<file path="src/rtl/booth_mul_seq_if.sv">
// Operand/result handshake bundle for the iterative Booth multiplier.
// The master drives operands and consumes products; the slave is the multiplier.
interface booth_mul_seq_if #(
  parameter int WIDTH = 16
);
  logic               in_valid;
  logic               in_ready;
  logic [WIDTH-1:0]   a;
  logic [WIDTH-1:0]   b;
  logic               signed_mode;
  logic               out_valid;
  logic               out_ready;
  logic [2*WIDTH-1:0] product;

  modport master (
    output in_valid, a, b, signed_mode, out_ready,
    input  in_ready, out_valid, product
  );

  modport slave (
    input  in_valid, a, b, signed_mode, out_ready,
    output in_ready, out_valid, product
  );
endinterface

</file>
<file path="src/rtl/booth_mul_seq.sv">
// Iterative radix-4 Booth multiplier: one digit per clock, signed or unsigned per
// transaction, valid/ready on both operand and result sides.
module booth_mul_seq #(
  parameter int WIDTH = 16
) (
  input  logic           clk,
  input  logic           rst_n,
  booth_mul_seq_if.slave bus
);
  localparam int D  = WIDTH / 2 + 1;   // Booth digits
  localparam int EW = WIDTH + 2;       // extended operand width
  localparam int HW = WIDTH + 4;       // accumulator head: room for 2*a_ext plus carry
  localparam int LW = 2 * D;           // bits shifted out over the whole run
  localparam int RW = HW + LW;
  localparam int CW = $clog2(D + 1);

  typedef enum logic [1:0] {IDLE, BUSY, DONE} state_t;

  state_t               state, state_nxt;
  logic [CW-1:0]        cnt;
  logic [EW-1:0]        a_q;
  logic [EW:0]          bq;          // extended b with the implicit 0 below the LSB
  logic signed [RW-1:0] acc;
  logic [2*WIDTH-1:0]   prod_q;

  logic [EW-1:0]        a_ext, b_ext;
  logic signed [HW-1:0] pa, addend, hsum;
  logic signed [RW-1:0] acc_nxt;
  logic                 accept, last;

  assign a_ext  = bus.signed_mode ? {{2{bus.a[WIDTH-1]}}, bus.a} : {2'b00, bus.a};
  assign b_ext  = bus.signed_mode ? {{2{bus.b[WIDTH-1]}}, bus.b} : {2'b00, bus.b};
  assign accept = (state == IDLE) && bus.in_valid;
  assign last   = (cnt == CW'(D - 1));

  // Digit select, add at the head, then shift the whole register right by 2 so the
  // retired low bits accumulate exactly in the tail.
  always_comb begin
    pa     = {{(HW-EW){a_q[EW-1]}}, a_q};
    addend = '0;
    unique case (bq[2:0])
      3'b001, 3'b010: addend = pa;
      3'b011:         addend = pa <<< 1;
      3'b100:         addend = -(pa <<< 1);
      3'b101, 3'b110: addend = -pa;
      default:        addend = '0;
    endcase
    hsum    = acc[RW-1 -: HW] + addend;
    acc_nxt = $signed({hsum, acc[LW-1:0]}) >>> 2;
  end

  always_ff @(posedge clk or negedge rst_n) begin
    if (!rst_n) state <= IDLE;
    else        state <= state_nxt;
  end

  always_comb begin
    state_nxt = state;
    unique case (state)
      IDLE:    if (bus.in_valid)  state_nxt = BUSY;
      BUSY:    if (last)          state_nxt = DONE;
      DONE:    if (bus.out_ready) state_nxt = IDLE;
      default:                    state_nxt = IDLE;
    endcase
  end

  always_comb begin
    bus.in_ready  = (state == IDLE);
    bus.out_valid = (state == DONE);
    bus.product   = prod_q;
  end

  always_ff @(posedge clk or negedge rst_n) begin
    if (!rst_n) begin
      cnt    <= '0;
      a_q    <= '0;
      bq     <= '0;
      acc    <= '0;
      prod_q <= '0;
    end else if (accept) begin
      cnt <= '0;
      a_q <= a_ext;
      bq  <= {b_ext, 1'b0};
      acc <= '0;
    end else if (state == BUSY) begin
      cnt <= cnt + CW'(1);
      bq  <= bq >> 2;
      acc <= acc_nxt;
      if (last) prod_q <= acc_nxt[2*WIDTH-1:0];
    end
  end
endmodule

</file>
<file path="src/flat_wrapper.sv">
// flat-port wrapper written by rule: the top's interface ports become plain ports
module booth_mul_seq_flat 
#(
  parameter int WIDTH = 16
)
  (clk, rst_n, bus_in_valid, bus_a, bus_b, bus_signed_mode, bus_out_ready, bus_in_ready, bus_out_valid, bus_product);
  booth_mul_seq_if #(.WIDTH(WIDTH)) bus_i ();
  input  logic clk;
  input  logic rst_n;
  input wire logic [$bits(bus_i.in_valid)-1:0] bus_in_valid;
  input wire logic [$bits(bus_i.a)-1:0] bus_a;
  input wire logic [$bits(bus_i.b)-1:0] bus_b;
  input wire logic [$bits(bus_i.signed_mode)-1:0] bus_signed_mode;
  input wire logic [$bits(bus_i.out_ready)-1:0] bus_out_ready;
  output wire logic [$bits(bus_i.in_ready)-1:0] bus_in_ready;
  output wire logic [$bits(bus_i.out_valid)-1:0] bus_out_valid;
  output wire logic [$bits(bus_i.product)-1:0] bus_product;
  assign bus_i.in_valid = bus_in_valid;
  assign bus_i.a = bus_a;
  assign bus_i.b = bus_b;
  assign bus_i.signed_mode = bus_signed_mode;
  assign bus_i.out_ready = bus_out_ready;
  assign bus_in_ready = bus_i.in_ready;
  assign bus_out_valid = bus_i.out_valid;
  assign bus_product = bus_i.product;
  booth_mul_seq #(.WIDTH(WIDTH)) u_core (.clk(clk), .rst_n(rst_n), .bus(bus_i));
endmodule
</file>
<file path="config.mk">
export PLATFORM = sky130hd
export DESIGN_NAME = booth_mul_seq_flat
export DESIGN_NICKNAME = d
export VERILOG_FILES = /design/src/rtl/booth_mul_seq_if.sv /design/src/rtl/booth_mul_seq.sv /design/src/flat_wrapper.sv
export SDC_FILE = /design/constraint.sdc
export NUM_CORES = 1
export LEC_CHECK = 0
export CAP_MARGIN = 20
export CORE_AREA = 3 3 113 115
export CTS_CLUSTER_DIAMETER = 100
export DETAILED_ROUTE_END_ITERATION = 10
export DIE_AREA = 0 0 116 118
export PLACE_DENSITY_LB_ADDON = 0.15
export SYNTH_ARGS = -nofsm -noshare
export SYNTH_HDL_FRONTEND = slang
export SYNTH_SLANG_ARGS = --single-unit
</file>
<file path="constraint.sdc">
create_clock -name clk -period 4.3 [get_ports clk]
set_input_delay 0.86 -clock clk [delete_from_list [all_inputs] [get_ports clk]]
set_output_delay 0.86 -clock clk [all_outputs]
set_load 0.1 [all_outputs]
</file>
# ---- Word level (Yosys, flattened, before mapping)
# Cells that the tools add are included.
dict set report op_classes {
  addsub 4
  n_mul 0
  div 0
  magnitude_cmp 0
  eq_ne 12
  n_shift 0
  muxes 13
  bitwise 1
  reduce_logical 7
}
# op count
set ops {}
lappend ops {{$pmux 20 s4} 1}
lappend ops {{$mux 38} 2}
lappend ops {{$mux 19} 2}
lappend ops {{$mux 18} 2}
lappend ops {{$add 20x20->20} 1}
lappend ops {{$neg 18->20} 1}
lappend ops {{$neg 19->20} 1}
lappend ops {{$eq 3x3->1 const B} 3}
lappend ops {{$mux 4} 2}
lappend ops {{$eq 3x2->1 const B} 2}
lappend ops {{$mux 2} 3}
lappend ops {{$pmux 2 s3} 1}
lappend ops {{$reduce_and 3->1} 2}
lappend ops {{$add 4x1->4 const B} 1}
lappend ops {{$eq 4x4->1 const B} 1}
lappend ops {{$ne 2x2->1 const B} 2}
lappend ops {{$reduce_or 2->1} 2}
lappend ops {{$eq 3x1->1 const B} 1}
lappend ops {{$eq 2x1->1 const B} 1}
lappend ops {{$eq 2x2->1 const B} 1}
lappend ops {{$logic_not 2->1} 1}
lappend ops {{$ne 2x1->1 const B} 1}
lappend ops {{$reduce_bool 2->1} 1}
lappend ops {{$logic_and 1x1->1} 1}
lappend ops {{$not 1->1} 1}
dict set report word_totals {
  reg_bits 113
  latch_bits 0
  ramBits 0
  rom_bits 0
  output_inout_bits 34
  word_cells 43
  mem_count 0
}

# ---- Longest topological paths before layout
dict set report depth {
  word_depth 6
  depth_mapped 18
  mapped_depth_nobuf 17
}

# ---- Least setup slack after synthesis
# Ideal clock, no wire load.
dict set report synth_path {
  kind {reg2reg}
  start {register u_core.a_q[1]}
  end {register u_core.acc[36]}
  setup_time_ns 0.083
  arrival_ns 4.074
  t_required_ns 4.217
  slack_ns 0.144
  path_stages_with_launch 18
  n_path_buf 1
  path_cell_list {dfrtp_1 -> inv_1 -> ha_1 -> or4b_1 -> buf_2 -> or4_1 -> or3_1 -> a21oi_1 -> a21oi_1 -> mux4_2 -> ha_1 -> nand2_1 -> o21ai_0 -> a221oi_1 -> o21bai_1 -> a211o_1 -> a211o_1 -> o21ai_0}
}
dict set report synth_via {
  elab_chain_len 5
}
# item line_no
set synth_rtl {}
lappend synth_rtl {{start, declared} booth_mul_seq.sv:21} ;# logic [EW-1:0] a_q;
lappend synth_rtl {{start signal, assigned} booth_mul_seq.sv:82} ;# a_q <= a_ext;
lappend synth_rtl {{$neg 19->20 or $neg 18->20 (tied branches)} {booth_mul_seq.sv:44, booth_mul_seq.sv:45}}
lappend synth_rtl {{$pmux 20 s4 *} booth_mul_seq.sv:41} ;# unique case (bq[2:0])
lappend synth_rtl {{$add 20x20->20 *} booth_mul_seq.sv:48} ;# hsum = acc[RW-1 -: HW] + addend;
lappend synth_rtl {{$mux 38 *} booth_mul_seq.sv:85} ;# end else if (state == BUSY) begin
lappend synth_rtl {{$mux 38 *} booth_mul_seq.sv:80} ;# end else if (accept) begin
lappend synth_rtl {{end signal, assigned} booth_mul_seq.sv:88} ;# acc <= acc_nxt;
lappend synth_rtl {{end, declared} booth_mul_seq.sv:23} ;# logic signed [RW-1:0] acc;
# Mark *: on every way between the ends. The rest lies on a longest branch, timed or not. The select of a mux whose other input is x is not followed.
# A chain may end at the register's enable or synchronous reset.

# ---- Worst setup path after layout
# Ends and elaborated chain as after synthesis.

==> key figures <==
Outcome
  • Outcome: complete, no violations

CTS
  • Skew-Pair Late Insertion Delay: 0.36 ns
  • Reg clk slew, reported paths: 0.08 ns
  • CTS Root Cell: clkbuf_16
  • CTS H-tree depth: 3
  • Sink Count: 107
  • CTS tree: done
  • Bufs on Longest Clock Path: 2
  • CTS Buf Count: 9

Yosys
  • Post-synthesis sequential element count: 107
  • Post-synth EDFFs: 0
  • Register area share after synthesis: 0.4420
  • Cell Area, Synth: 6058 sq um
  • Synth Instances: 728
  • Distinct cells, synth: 57
  • Post-synthesis average cell area: 8.322 sq um
  • Synthesis Warnings: 0
  • Async SR Flop Fraction: 1.000
  • Synth top area share: 0.4420
  • Synth Flop Type: dfrtp_1
  • Syn nets: 788
  • Area contributors post-synth: dfrtp_1, nand2_1, o21ai_0, ha_1, a21oi_1
  • Synth area leader: dfrtp_1

STA
  • Worst-Margin Slew: 0.9778 ns
  • Setup Viol. Count Final: 0
  • Setup Skew: 0.01058 ns
  • Max-slew headroom: 0.3461
  • Min cycle time layout: 4.173 ns
  • Crit share post-route: 0.9704
  • RSZ-0062 raised after global routing: yes
  • Final Hold Vio Count: 0
  • Final Max Tran Viols: 0
  • Hold slack: 0.4803 ns
  • Fmax: 239.6 MHz
  • Fin Setup TNS: 0 ns

Die
  • Die Area: 13690 sq um
  • Rows: 40
  • IO Pins: 71
  • Die Height: 118 microns
  • Starting Density: 0.5086
  • Die X: 116 microns
  • Core Region: 11910 sq um

Cells and area
  • Diode count: 0
  • Most frequent cells in the layout: nand2_1, dfrtp_1, clkdlybuf4s50_1
  • Layout cells sized above 1: 0.1206
  • Most common cell after layout, fill and taps aside: nand2_1
  • Area grow syn2layout: 25.20%
  • Filler cells: 1025
  • Fin nets: 876

Job
  • Max Cap Viol: 0

Worst setup path
  • FF-to-FF path depth: 17
  • Worst r2r src: u_core.a_q[1]
  • FF-to-FF End: u_core.acc[36]
  • WP data required: 4.59 ns
  • Worst Path Max Fanout: 5
  • Reg-to-reg slack, setup: 0.13 ns
  • CP arrival: 4.46 ns
  • Crit. End Element: flop
  • Crit start category: flop
  • Setup Crit Path Kind: reg -> reg

Drt
  • WL per Instance: 16.40 microns
  • Pre-antenna DRT Iters: 6
  • DR vias/cell: 5.687
  • DRC: 0
  • Drt initial violations: 447
  • Vias: 5505
  • Drt total wl: 15880 microns
  • Post-route ant nets: 0

Min path
  • WHS Endpoint: u_core.bq[11]
  • Hold Crit Start: u_core.bq[11]
  • Hold path depth: 2
  • Hold crit path type: reg -> reg

Global routing
  • Total GRT Usage: 0.2368
  • Antenna violations before repair: 0
  • Overflow after GRT: 0
  • Vias in the first global route: 5396
  • Largest net degree at the start of global routing: 59
  • First-pass GRT wire length: 26140 microns

Place
  • Final HPWL DP: 10990 microns
  • GP Congestion: 0.9209
  • Buffers on Ports: 70
[what timing repair did]
action,in CTS,in global routing
buffers inserted,0,2
hold buffers,0,0
resized for setup,1,21
pin swaps,0,4
setup endpoints to repair,2,11
[routing by layer]
metal  share of wire  GRT usage  up-vias
met5               0          0        -
met2            0.46     0.3597      160
met1            0.46     0.3373     2630
met3           0.044    0.03290       32
met4           0.031     0.1008        0
li1                -          -     2683
[cell families after synthesis]
logic type,after synthesis,share of synthesized area
mux,5,0.01280
buf+inv,55,0.03593
fa+ha+maj,23,0.04874
flops,107,0.4420
simple gates,325,0.2264
compound gates,183,0.1908
xor+xnor,30,0.04337
[critical path: stages, from the launching register on]
cell and delay (ns):
dfrtp_1 0.43, inv_2 0.08, ha_1 0.17, or4b_4 0.52, or4_4 0.45, or3_4 0.35
a21oi_2 0.14, a21oi_1 0.05, mux4_2 0.50, ha_4 0.31, nand2_1 0.07, buf_4 0.13
nor2_2 0.13, nand3_1 0.11, a21oi_2 0.16, o211ai_1 0.12, a211o_1 0.30, o21ai_0 0.06
[worst max path at each step]
stage	from	endpoint	slack (ns)	cells after the start
after global routing	u_core.a_q[1]	u_core.acc[36]	-0.03	16
after global placement	u_core.a_q[1]	u_core.acc[36]	0.08	16
after floorplan	u_core.a_q[1]	u_core.acc[36]	0.14	17
after CTS	u_core.a_q[1]	u_core.acc[36]	0.001	16
after detailed placement	u_core.a_q[1]	u_core.acc[36]	-0.03	16
final	u_core.a_q[1]	u_core.acc[36]	0.13	17
[flip-flops by register name (all words and copies together) (netlist names)]
name,cells
u_core.a_q,17
u_core.bus.product,32
u_core.acc,34
u_core.bq,18
u_core.state,2
u_core.cnt,4
[synth_stat cells (all sizes together), types with 3 or more instances]
library cell and number:
a21o 10, nor3 6, clkbuf 37, or4 5, dfrtp 107, a31oi 4, a22oi 18, and2 7
a211oi 8, xnor2 17, nor4 4, o21ai 67, a32oi 3, a22o 9, ha 22, a221oi 9
nand2 227, buf 8, nor2b 6, nor2 37, nand3 17, a21oi 35, nand2b 7, xor2 13
inv 9
[metrics by stage]
stage | setup WS (ns) | util | cells | cell area, sq um
after floorplan | 0.1437 | - | 728 | 6058
after global placement | 0.08447 | 0.6015 | 950 | 7164
after detailed placement | -0.03084 | 0.6015 | 950 | 7164
after CTS | 0.001247 | 0.6273 | 966 | 7472
after global routing | -0.02847 | 0.6368 | 968 | 7585
final | 0.1271 | 0.6368 | 968 | 7585
[area by class of cell]
class	instances	area (sq um)	share of cell area
Multi-Input combinational cell	566	3281	0.4325
Sequential cell	107	2678	0.3530
Timing Repair Buffer	122	1101	0.1452
Clock buffer	10	239.0	0.03151
Tap cell	147	183.9	0.02425
Clock inverter	6	65.06	0.008578
Inverter	10	37.54	0.004949
Power is left out: the tool's default activity adds up to more than one toggle a clock period on the data nets, which glitch-free logic cannot reach.
